**src/rtl/dmem_access_ctrl_if.sv**
```systemverilog
`default_nettype none
// ============================================================================
// Module      : dmem_access_ctrl_if
// Description : Data-memory bus bundle: req/gnt request phase plus
//               rvalid response phase (read data or write ack).
// Revision    : 1.0 - initial release
// ============================================================================
interface dmem_access_ctrl_if #(
  parameter int XLEN   = 64,
  parameter int ADDR_W = 32
);
  logic                bus_req;
  logic                bus_we;
  logic [ADDR_W-1:0]   bus_addr;
  logic [XLEN/8-1:0]   bus_wstrb;
  logic [XLEN-1:0]     bus_wdata;
  logic                bus_gnt;
  logic                bus_rvalid;
  logic [XLEN-1:0]     bus_rdata;

  // Access controller side
  modport master (
    output bus_req, bus_we, bus_addr, bus_wstrb, bus_wdata,
    input  bus_gnt, bus_rvalid, bus_rdata
  );

  // Memory / interconnect side
  modport slave (
    input  bus_req, bus_we, bus_addr, bus_wstrb, bus_wdata,
    output bus_gnt, bus_rvalid, bus_rdata
  );
endinterface
`default_nettype wire

```
**src/rtl/dmem_access_ctrl.sv**
```systemverilog
`default_nettype none
// ============================================================================
// Module      : dmem_access_ctrl
// Description : Load/store sequencer between the MEM stage and the data
//               memory bus. One access outstanding; builds strobes and
//               lane-replicated write data, extends load data, flags
//               misaligned accesses and drops flushed/cancelled accesses.
//               Optional macro DMEM_TIMEOUT_EN adds a response timeout.
// Revision    : 1.0 - initial release
// ============================================================================
module dmem_access_ctrl #(
  parameter int XLEN    = 64,
  parameter int ADDR_W  = 32,
  parameter int TIMEOUT = 255
) (
  input  logic                clk,
  input  logic                rst_n,
  input  logic                mem_valid_i,
  input  logic                mem_is_load_i,
  input  logic                mem_is_store_i,
  input  logic [1:0]          mem_size_i,
  input  logic                mem_unsigned_i,
  input  logic [ADDR_W-1:0]   mem_addr_i,
  input  logic [XLEN-1:0]     mem_wdata_i,
  input  logic                flush_mem_i,
  input  logic                cancel_instr_mem_i,
  output logic                stall_mem_o,
  output logic                ld_valid_o,
  output logic [XLEN-1:0]     ld_data_o,
  output logic                misalign_exc_o,
  output logic                bus_err_o,
  dmem_access_ctrl_if.master  bus
);

  typedef enum logic [2:0] {
    S_IDLE  = 3'd0,
    S_REQ   = 3'd1,
    S_RESP  = 3'd2,
    S_DONE  = 3'd3,
    S_DRAIN = 3'd4
  } state_t;

  state_t              state_q, state_d;
  logic [ADDR_W-1:0]   addr_q, addr_d;
  logic [1:0]          size_q, size_d;
  logic                uns_q, uns_d;
  logic                is_load_q, is_load_d;
  logic [XLEN-1:0]     wdata_q, wdata_d;
  logic [XLEN-1:0]     ld_data_q, ld_data_d;
  logic                ld_valid_q, ld_valid_d;
  logic                misalign_q, misalign_d;

  logic                w_start;
  logic                w_kill;
  logic                w_misalign;
  logic                w_in_req;
  logic [2:0]          w_off;
  logic [XLEN/8-1:0]   w_strb_base;
  logic [XLEN/8-1:0]   w_strb;
  logic [XLEN-1:0]     w_wdata_rep;
  logic [XLEN-1:0]     w_rshift;
  logic [XLEN-1:0]     w_ext;

`ifdef DMEM_TIMEOUT_EN
  localparam int CNT_W = (TIMEOUT > 1) ? $clog2(TIMEOUT + 1) : 1;
  logic [CNT_W-1:0]    cnt_q, cnt_d;
  logic                bus_err_q, bus_err_d;
`else
  logic                unused_timeout;
  assign unused_timeout = ^TIMEOUT;
`endif

  // Nothing may start while reset is asserted, so stall stays low in reset.
  assign w_start = rst_n & (state_q == S_IDLE) & mem_valid_i
                 & (mem_is_load_i | mem_is_store_i)
                 & ~flush_mem_i & ~cancel_instr_mem_i;
  assign w_kill  = flush_mem_i | cancel_instr_mem_i;

  // Natural-alignment check on the incoming address.
  always_comb begin
    w_misalign = 1'b0;
    case (mem_size_i)
      2'd1:    w_misalign = mem_addr_i[0];
      2'd2:    w_misalign = |mem_addr_i[1:0];
      2'd3:    w_misalign = |mem_addr_i[2:0];
      default: w_misalign = 1'b0;
    endcase
  end

  assign w_off = addr_q[2:0];

  // Per-size strobe base and write-data lane replication.
  always_comb begin
    w_strb_base = '1;
    w_wdata_rep = wdata_q;
    case (size_q)
      2'd0: begin
        w_strb_base = {{(XLEN/8-1){1'b0}}, 1'b1};
        w_wdata_rep = {(XLEN/8){wdata_q[7:0]}};
      end
      2'd1: begin
        w_strb_base = {{(XLEN/8-2){1'b0}}, 2'b11};
        w_wdata_rep = {(XLEN/16){wdata_q[15:0]}};
      end
      2'd2: begin
        w_strb_base = {{(XLEN/8-4){1'b0}}, 4'hF};
        w_wdata_rep = {(XLEN/32){wdata_q[31:0]}};
      end
      default: begin
        w_strb_base = '1;
        w_wdata_rep = wdata_q;
      end
    endcase
  end

  assign w_strb   = w_strb_base << w_off;
  assign w_rshift = bus.bus_rdata >> {w_off, 3'b000};

  // Truncate the shifted read lane and sign/zero-extend it.
  always_comb begin
    w_ext = w_rshift;
    case (size_q)
      2'd0:    w_ext = {{(XLEN-8){~uns_q & w_rshift[7]}},   w_rshift[7:0]};
      2'd1:    w_ext = {{(XLEN-16){~uns_q & w_rshift[15]}}, w_rshift[15:0]};
      2'd2:    w_ext = {{(XLEN-32){~uns_q & w_rshift[31]}}, w_rshift[31:0]};
      default: w_ext = w_rshift;
    endcase
  end

  // Next-state and registered-output logic for the access sequencer.
  always_comb begin
    state_d    = state_q;
    addr_d     = addr_q;
    size_d     = size_q;
    uns_d      = uns_q;
    is_load_d  = is_load_q;
    wdata_d    = wdata_q;
    ld_data_d  = ld_data_q;
    ld_valid_d = 1'b0;
    misalign_d = 1'b0;
`ifdef DMEM_TIMEOUT_EN
    cnt_d      = cnt_q;
    bus_err_d  = 1'b0;
`endif
    case (state_q)
      S_IDLE: begin
        if (w_start) begin
          if (w_misalign) begin
            misalign_d = 1'b1;
          end else begin
            addr_d    = mem_addr_i;
            size_d    = mem_size_i;
            uns_d     = mem_unsigned_i;
            is_load_d = mem_is_load_i;
            wdata_d   = mem_wdata_i;
            state_d   = S_REQ;
          end
        end
      end
      S_REQ: begin
        // A granted request is already on the bus and must be drained.
        if (w_kill)            state_d = bus.bus_gnt ? S_DRAIN : S_IDLE;
        else if (bus.bus_gnt)  state_d = S_RESP;
      end
      S_RESP: begin
        if (bus.bus_rvalid) begin
          if (w_kill) begin
            state_d = S_IDLE;
          end else begin
            state_d = S_DONE;
            if (is_load_q) begin
              ld_valid_d = 1'b1;
              ld_data_d  = w_ext;
            end
          end
        end else if (w_kill) begin
          state_d = S_DRAIN;
        end
      end
      S_DONE:  state_d = S_IDLE;
      S_DRAIN: if (bus.bus_rvalid) state_d = S_IDLE;
      default: state_d = S_IDLE;
    endcase
`ifdef DMEM_TIMEOUT_EN
    if (((state_d == S_RESP) && (state_q != S_RESP)) ||
        ((state_d == S_DRAIN) && (state_q != S_DRAIN))) begin
      cnt_d = '0;
    end else if (((state_q == S_RESP) || (state_q == S_DRAIN)) && !bus.bus_rvalid) begin
      if (cnt_q == CNT_W'(TIMEOUT - 1)) begin
        state_d   = S_IDLE;
        bus_err_d = 1'b1;
        cnt_d     = '0;
      end else begin
        cnt_d = cnt_q + CNT_W'(1);
      end
    end
`endif
  end

  // State and capture registers with asynchronous reset.
  always_ff @(posedge clk or negedge rst_n) begin
    if (!rst_n) begin
      state_q    <= S_IDLE;
      addr_q     <= '0;
      size_q     <= '0;
      uns_q      <= 1'b0;
      is_load_q  <= 1'b0;
      wdata_q    <= '0;
      ld_data_q  <= '0;
      ld_valid_q <= 1'b0;
      misalign_q <= 1'b0;
    end else begin
      state_q    <= state_d;
      addr_q     <= addr_d;
      size_q     <= size_d;
      uns_q      <= uns_d;
      is_load_q  <= is_load_d;
      wdata_q    <= wdata_d;
      ld_data_q  <= ld_data_d;
      ld_valid_q <= ld_valid_d;
      misalign_q <= misalign_d;
    end
  end

`ifdef DMEM_TIMEOUT_EN
  // Response timeout counter and error pulse.
  always_ff @(posedge clk or negedge rst_n) begin
    if (!rst_n) begin
      cnt_q     <= '0;
      bus_err_q <= 1'b0;
    end else begin
      cnt_q     <= cnt_d;
      bus_err_q <= bus_err_d;
    end
  end
  assign bus_err_o = bus_err_q;
`else
  assign bus_err_o = 1'b0;
`endif

  assign w_in_req       = (state_q == S_REQ);
  assign stall_mem_o    = (w_start & ~w_misalign) | w_in_req | (state_q == S_RESP)
                        | ((state_q == S_DRAIN) & mem_valid_i);
  assign ld_valid_o     = ld_valid_q;
  assign ld_data_o      = ld_data_q;
  assign misalign_exc_o = misalign_q;

  // Bus outputs are only driven during the request phase.
  assign bus.bus_req   = w_in_req;
  assign bus.bus_we    = w_in_req & ~is_load_q;
  assign bus.bus_addr  = w_in_req ? {addr_q[ADDR_W-1:3], 3'b000} : '0;
  assign bus.bus_wstrb = w_in_req ? w_strb : '0;
  assign bus.bus_wdata = w_in_req ? w_wdata_rep : '0;

endmodule
`default_nettype wire

```
**src/flat_wrapper.sv**
```systemverilog
// flat-port wrapper written by rule: the top's interface ports become plain ports
module dmem_access_ctrl_flat 
#(
  parameter int XLEN    = 64,
  parameter int ADDR_W  = 32,
  parameter int TIMEOUT = 255
)
  (clk, rst_n, mem_valid_i, mem_is_load_i, mem_is_store_i, mem_size_i, mem_unsigned_i, mem_addr_i, mem_wdata_i, flush_mem_i, cancel_instr_mem_i, stall_mem_o, ld_valid_o, ld_data_o, misalign_exc_o, bus_err_o, bus_bus_req, bus_bus_we, bus_bus_addr, bus_bus_wstrb, bus_bus_wdata, bus_bus_gnt, bus_bus_rvalid, bus_bus_rdata);
  dmem_access_ctrl_if #(.XLEN(XLEN), .ADDR_W(ADDR_W)) bus_i ();
  input  logic clk;
  input  logic rst_n;
  input  logic mem_valid_i;
  input  logic mem_is_load_i;
  input  logic mem_is_store_i;
  input  logic [1:0] mem_size_i;
  input  logic mem_unsigned_i;
  input  logic [ADDR_W-1:0] mem_addr_i;
  input  logic [XLEN-1:0] mem_wdata_i;
  input  logic flush_mem_i;
  input  logic cancel_instr_mem_i;
  output logic stall_mem_o;
  output logic ld_valid_o;
  output logic [XLEN-1:0] ld_data_o;
  output logic misalign_exc_o;
  output logic bus_err_o;
  output wire logic [$bits(bus_i.bus_req)-1:0] bus_bus_req;
  output wire logic [$bits(bus_i.bus_we)-1:0] bus_bus_we;
  output wire logic [$bits(bus_i.bus_addr)-1:0] bus_bus_addr;
  output wire logic [$bits(bus_i.bus_wstrb)-1:0] bus_bus_wstrb;
  output wire logic [$bits(bus_i.bus_wdata)-1:0] bus_bus_wdata;
  input wire logic [$bits(bus_i.bus_gnt)-1:0] bus_bus_gnt;
  input wire logic [$bits(bus_i.bus_rvalid)-1:0] bus_bus_rvalid;
  input wire logic [$bits(bus_i.bus_rdata)-1:0] bus_bus_rdata;
  assign bus_bus_req = bus_i.bus_req;
  assign bus_bus_we = bus_i.bus_we;
  assign bus_bus_addr = bus_i.bus_addr;
  assign bus_bus_wstrb = bus_i.bus_wstrb;
  assign bus_bus_wdata = bus_i.bus_wdata;
  assign bus_i.bus_gnt = bus_bus_gnt;
  assign bus_i.bus_rvalid = bus_bus_rvalid;
  assign bus_i.bus_rdata = bus_bus_rdata;
  dmem_access_ctrl #(.XLEN(XLEN), .ADDR_W(ADDR_W), .TIMEOUT(TIMEOUT)) u_core (.clk(clk), .rst_n(rst_n), .mem_valid_i(mem_valid_i), .mem_is_load_i(mem_is_load_i), .mem_is_store_i(mem_is_store_i), .mem_size_i(mem_size_i), .mem_unsigned_i(mem_unsigned_i), .mem_addr_i(mem_addr_i), .mem_wdata_i(mem_wdata_i), .flush_mem_i(flush_mem_i), .cancel_instr_mem_i(cancel_instr_mem_i), .stall_mem_o(stall_mem_o), .ld_valid_o(ld_valid_o), .ld_data_o(ld_data_o), .misalign_exc_o(misalign_exc_o), .bus_err_o(bus_err_o), .bus(bus_i));
endmodule
```
**config.mk**
```make
export PLATFORM = sky130hd
export DESIGN_NAME = dmem_access_ctrl_flat
export DESIGN_NICKNAME = d
export VERILOG_FILES = /design/src/rtl/dmem_access_ctrl_if.sv /design/src/rtl/dmem_access_ctrl.sv /design/src/flat_wrapper.sv
export SDC_FILE = /design/constraint.sdc
export NUM_CORES = 1
export LEC_CHECK = 0
export CAP_MARGIN = 20
export CORE_ASPECT_RATIO = 0.75
export CORE_MARGIN = 5
export CORE_UTILIZATION = 49
export DETAILED_ROUTE_END_ITERATION = 6
export GPL_TIMING_DRIVEN = 1
export PLACE_DENSITY = 0.95
export SLEW_MARGIN = 0
export SYNTH_ARGS = -nofsm -noshare
export SYNTH_HDL_FRONTEND = slang
export SYNTH_SLANG_ARGS = --single-unit
```
**constraint.sdc**
```tcl
create_clock -name clk -period 6.6 [get_ports clk]
set_input_delay 1.32 -clock clk [delete_from_list [all_inputs] [get_ports clk]]
set_output_delay 1.32 -clock clk [all_outputs]
set_load 0.03 [all_outputs]
```
==> impl_metrics.toml <==
[placement]
numPortBuffers = 341
pre_cts_slack_ns = 1.95
hpwl_um = 25100
gp_congestion = 0.988

[logic_synthesis]
ys_ff_latch = 169
synth.area.top_cells = "dfrtp_1 (44%), mux2_2 (14%), mux2i_1 (8.5%)"
synthTopCellsByCount = "dfrtp_1 (169), mux2_2 (121), nor2_1 (105)"
ys_seq_area_share_pct = 43.8
synth_area_sq_um = 9670
async_reset_ff_share_pct = 100
avgSynthCellArea_sq_um = 10.3
synth-compound-area-share_pct = 11.5
synthXorXnorAreaFrac_pct = 0
synth.most_common_cell = "dfrtp_1"
synth_top_family_by_area = "multiplexers"
synth_top_area_share_pct = 43.8
synthMuxAreaShare_pct = 27.9
yosysTopAreaCell = "dfrtp_1"
syn_inst = 938
synth_cell_types = 49
yosys.area_share.simple_pct = 12.4
synth_fa_ha_area_share_pct = 0
synth_edf_count = 0
ys.flop_type = "dfrtp_1"
yosys_warnings = 0

[setup_path]
cp_data_required_time_ns = 5.28
crit_fanout = 19
start_kind = "input pin"
end_kind = "output pin"
arrival_ns = 3.36
path_class = "in2out"

[power_and_ir_drop]
p_leak_uw = 0.00585
internal_power_uw = 2300
sequentialPowerShare_pct = 38.4
p_sw_share_pct = 36.1
power_frac_comb_pct = 33.2
power-per-cell-area_nw_per_um2 = 261
netSwitchingPower_uw = 1300
ir_drop_v = 0.000226
p_clk_share_pct = 28.4

[detailed_routing]
wirelength_um = 34000
drt_iter0_drc = 790
drtPass1Iterations = 5
wl_per_cell_um = 22.7
final_antenna_net_count = 0
num_vias = 8935
drc_errors = 0
routed_via_density = 5.96

[cts]
numClockSinks = 169
cts_buffers = 17
postCtsHoldBufs = 0
clock_latency_ns = 0.43
post_cts_buffers = 0
ctsResizeCount = 0
root_buffer = "clkbuf_16"
cts_htree_levels = 4
cts_buffer_depth = 2
path_clk_slew_ns = 0.08
cts_tree = "yes"

[sta]
slew_headroom_pct = 26.5
rsz0062_at_grt = "no"
setup_tns_ns = 0
hold_viol = 0
fin_crit_sh_pct = 70.9
drv_slew = 0
finalSetupViolCount = 0
setup_ws_ns = 1.92
min_period_ns = 4.68
tightest_slew_ns = 1.10
whs_ns = 0.505
fmax_ghz = 0.214
finClkSkew_ns = 0.0153

[layout]
syn2layout_area_growth_pct = 42.7
drive_gt1_share_pct = 16.4
n_fill_cell = 1419
nets = 1403

[floorplan]
start_util_pct = 49.9
die_w_um = 172
die-height_um = 132
row_count = 44
die_area_sq_um = 22700
coreArea_sq_um = 19400
ios = 346

[job]
maxCapViolations = 0

[outcome]
outcome = "completed"

[global_routing]
first_global_vias = 8994
overflow = 0
grt.total_usage_pct = 29.3
grt_max_degree = 84
grt_pass1_wl_um = 52100
antenna_found_initial = 2

[worst_hold_path]
hold_class = "reg2reg"
## through the flow
step | area (sq um) | power (uW) | cells | utilization, %
floorplan | 9680 | 2150 | 941 | -
detailed placement | 13200 | 2560 | 1464 | 67.9
global route | 13800 | 3760 | 1499 | 71.2
CTS | 13800 | 3590 | 1496 | 71.0
global placement | 13200 | 2510 | 1464 | 67.9
finish | 13800 | 3590 | 1499 | 71.2
## state kept, by name, indices dropped and copies added (netlist names)
register               count
u_core.misalign_exc_o      1
u_core.wdata_q            64
u_core.addr_q             32
u_core.uns_q               1
u_core.ld_valid_o          1
u_core.size_q              2
u_core.is_load_q           1
u_core.ld_data_o          64
u_core.state_q             3
## cell type report
type / count / area, sq um / area share, %
Antenna cell: 2 / 5.00 / 0.0363
Timing Repair Buffer: 357 / 3550 / 25.8
Tap cell: 253 / 317 / 2.30
Inverter: 12 / 45.0 / 0.327
Multi-Input combinational cell: 674 / 5030 / 36.5
Sequential cell: 169 / 4240 / 30.7
Clock buffer: 17 / 425 / 3.08
Clock inverter: 15 / 181 / 1.32
## cell usage in the layout (no fill, tap or decap), drive strengths merged, types with 11 or more instances in the layout
master,instances
clkdlybuf4s50,340
dfrtp,169
mux2,124
nor2,105
nand2,93
mux2i,82
a31oi,57
a21oi,54
and3,37
mux4,21
inv,19
o21ai,17
clkbuf,17
buf,17
a211oi,11
## power by group through the flow
stage          Sequential [uW]  Clock [uW]  Combinational, uW
2_1_floorplan             1300           0                850
6_report                  1380        1020               1190
3_5_place_dp              1390           0               1170
3_3_place_gp              1380           0               1140
4_1_cts                   1370        1040               1180
5_1_grt                   1400        1080               1280
## path summary, 6_finish.rpt
path | from | end | slack, ns | cells past startpoint
worst min-delay path | u_core.addr_q[12] | u_core.addr_q[12] | 0.51 | 1
min in group asynchronous | rst_n | u_core.ld_data_o[61] | 0.82 | 1
worst max register to register | u_core.addr_q[1] | u_core.ld_data_o[54] | 3.05 | 6
max in group asynchronous | rst_n | u_core.size_q[1] | 3.74 | 3
worst min register to register | u_core.addr_q[12] | u_core.addr_q[12] | 0.51 | 1
worst max-delay path | mem_size_i[0] | stall_mem_o | 1.92 | 7
## critical path: stages
cell,delay (ns)
clkdlybuf4s50_1,0.46
a21oi_1,0.21
o21ai_0,0.14
nor2_1,0.24
nand2_4,0.20
nand2_1,0.12
clkdlybuf4s50_1,0.68
## kinds of logic after synthesis
kind of cell	count (synthesis)
and+or+nand+nor	270
muxes	227
AOI/OAI and AO/OA	173
DFF	169
buffers and inverters	98
other	1
## routing by layer
layer	GRT usage [%]	vias up	part of all wire (%)
li1	-	3973	-
met1	39.5	4409	41
met2	44.2	483	45
met3	10.4	70	11
met4	9.95	0	3.1
met5	0	-	0
Note: power is estimated with default switching activity, not from simulation.
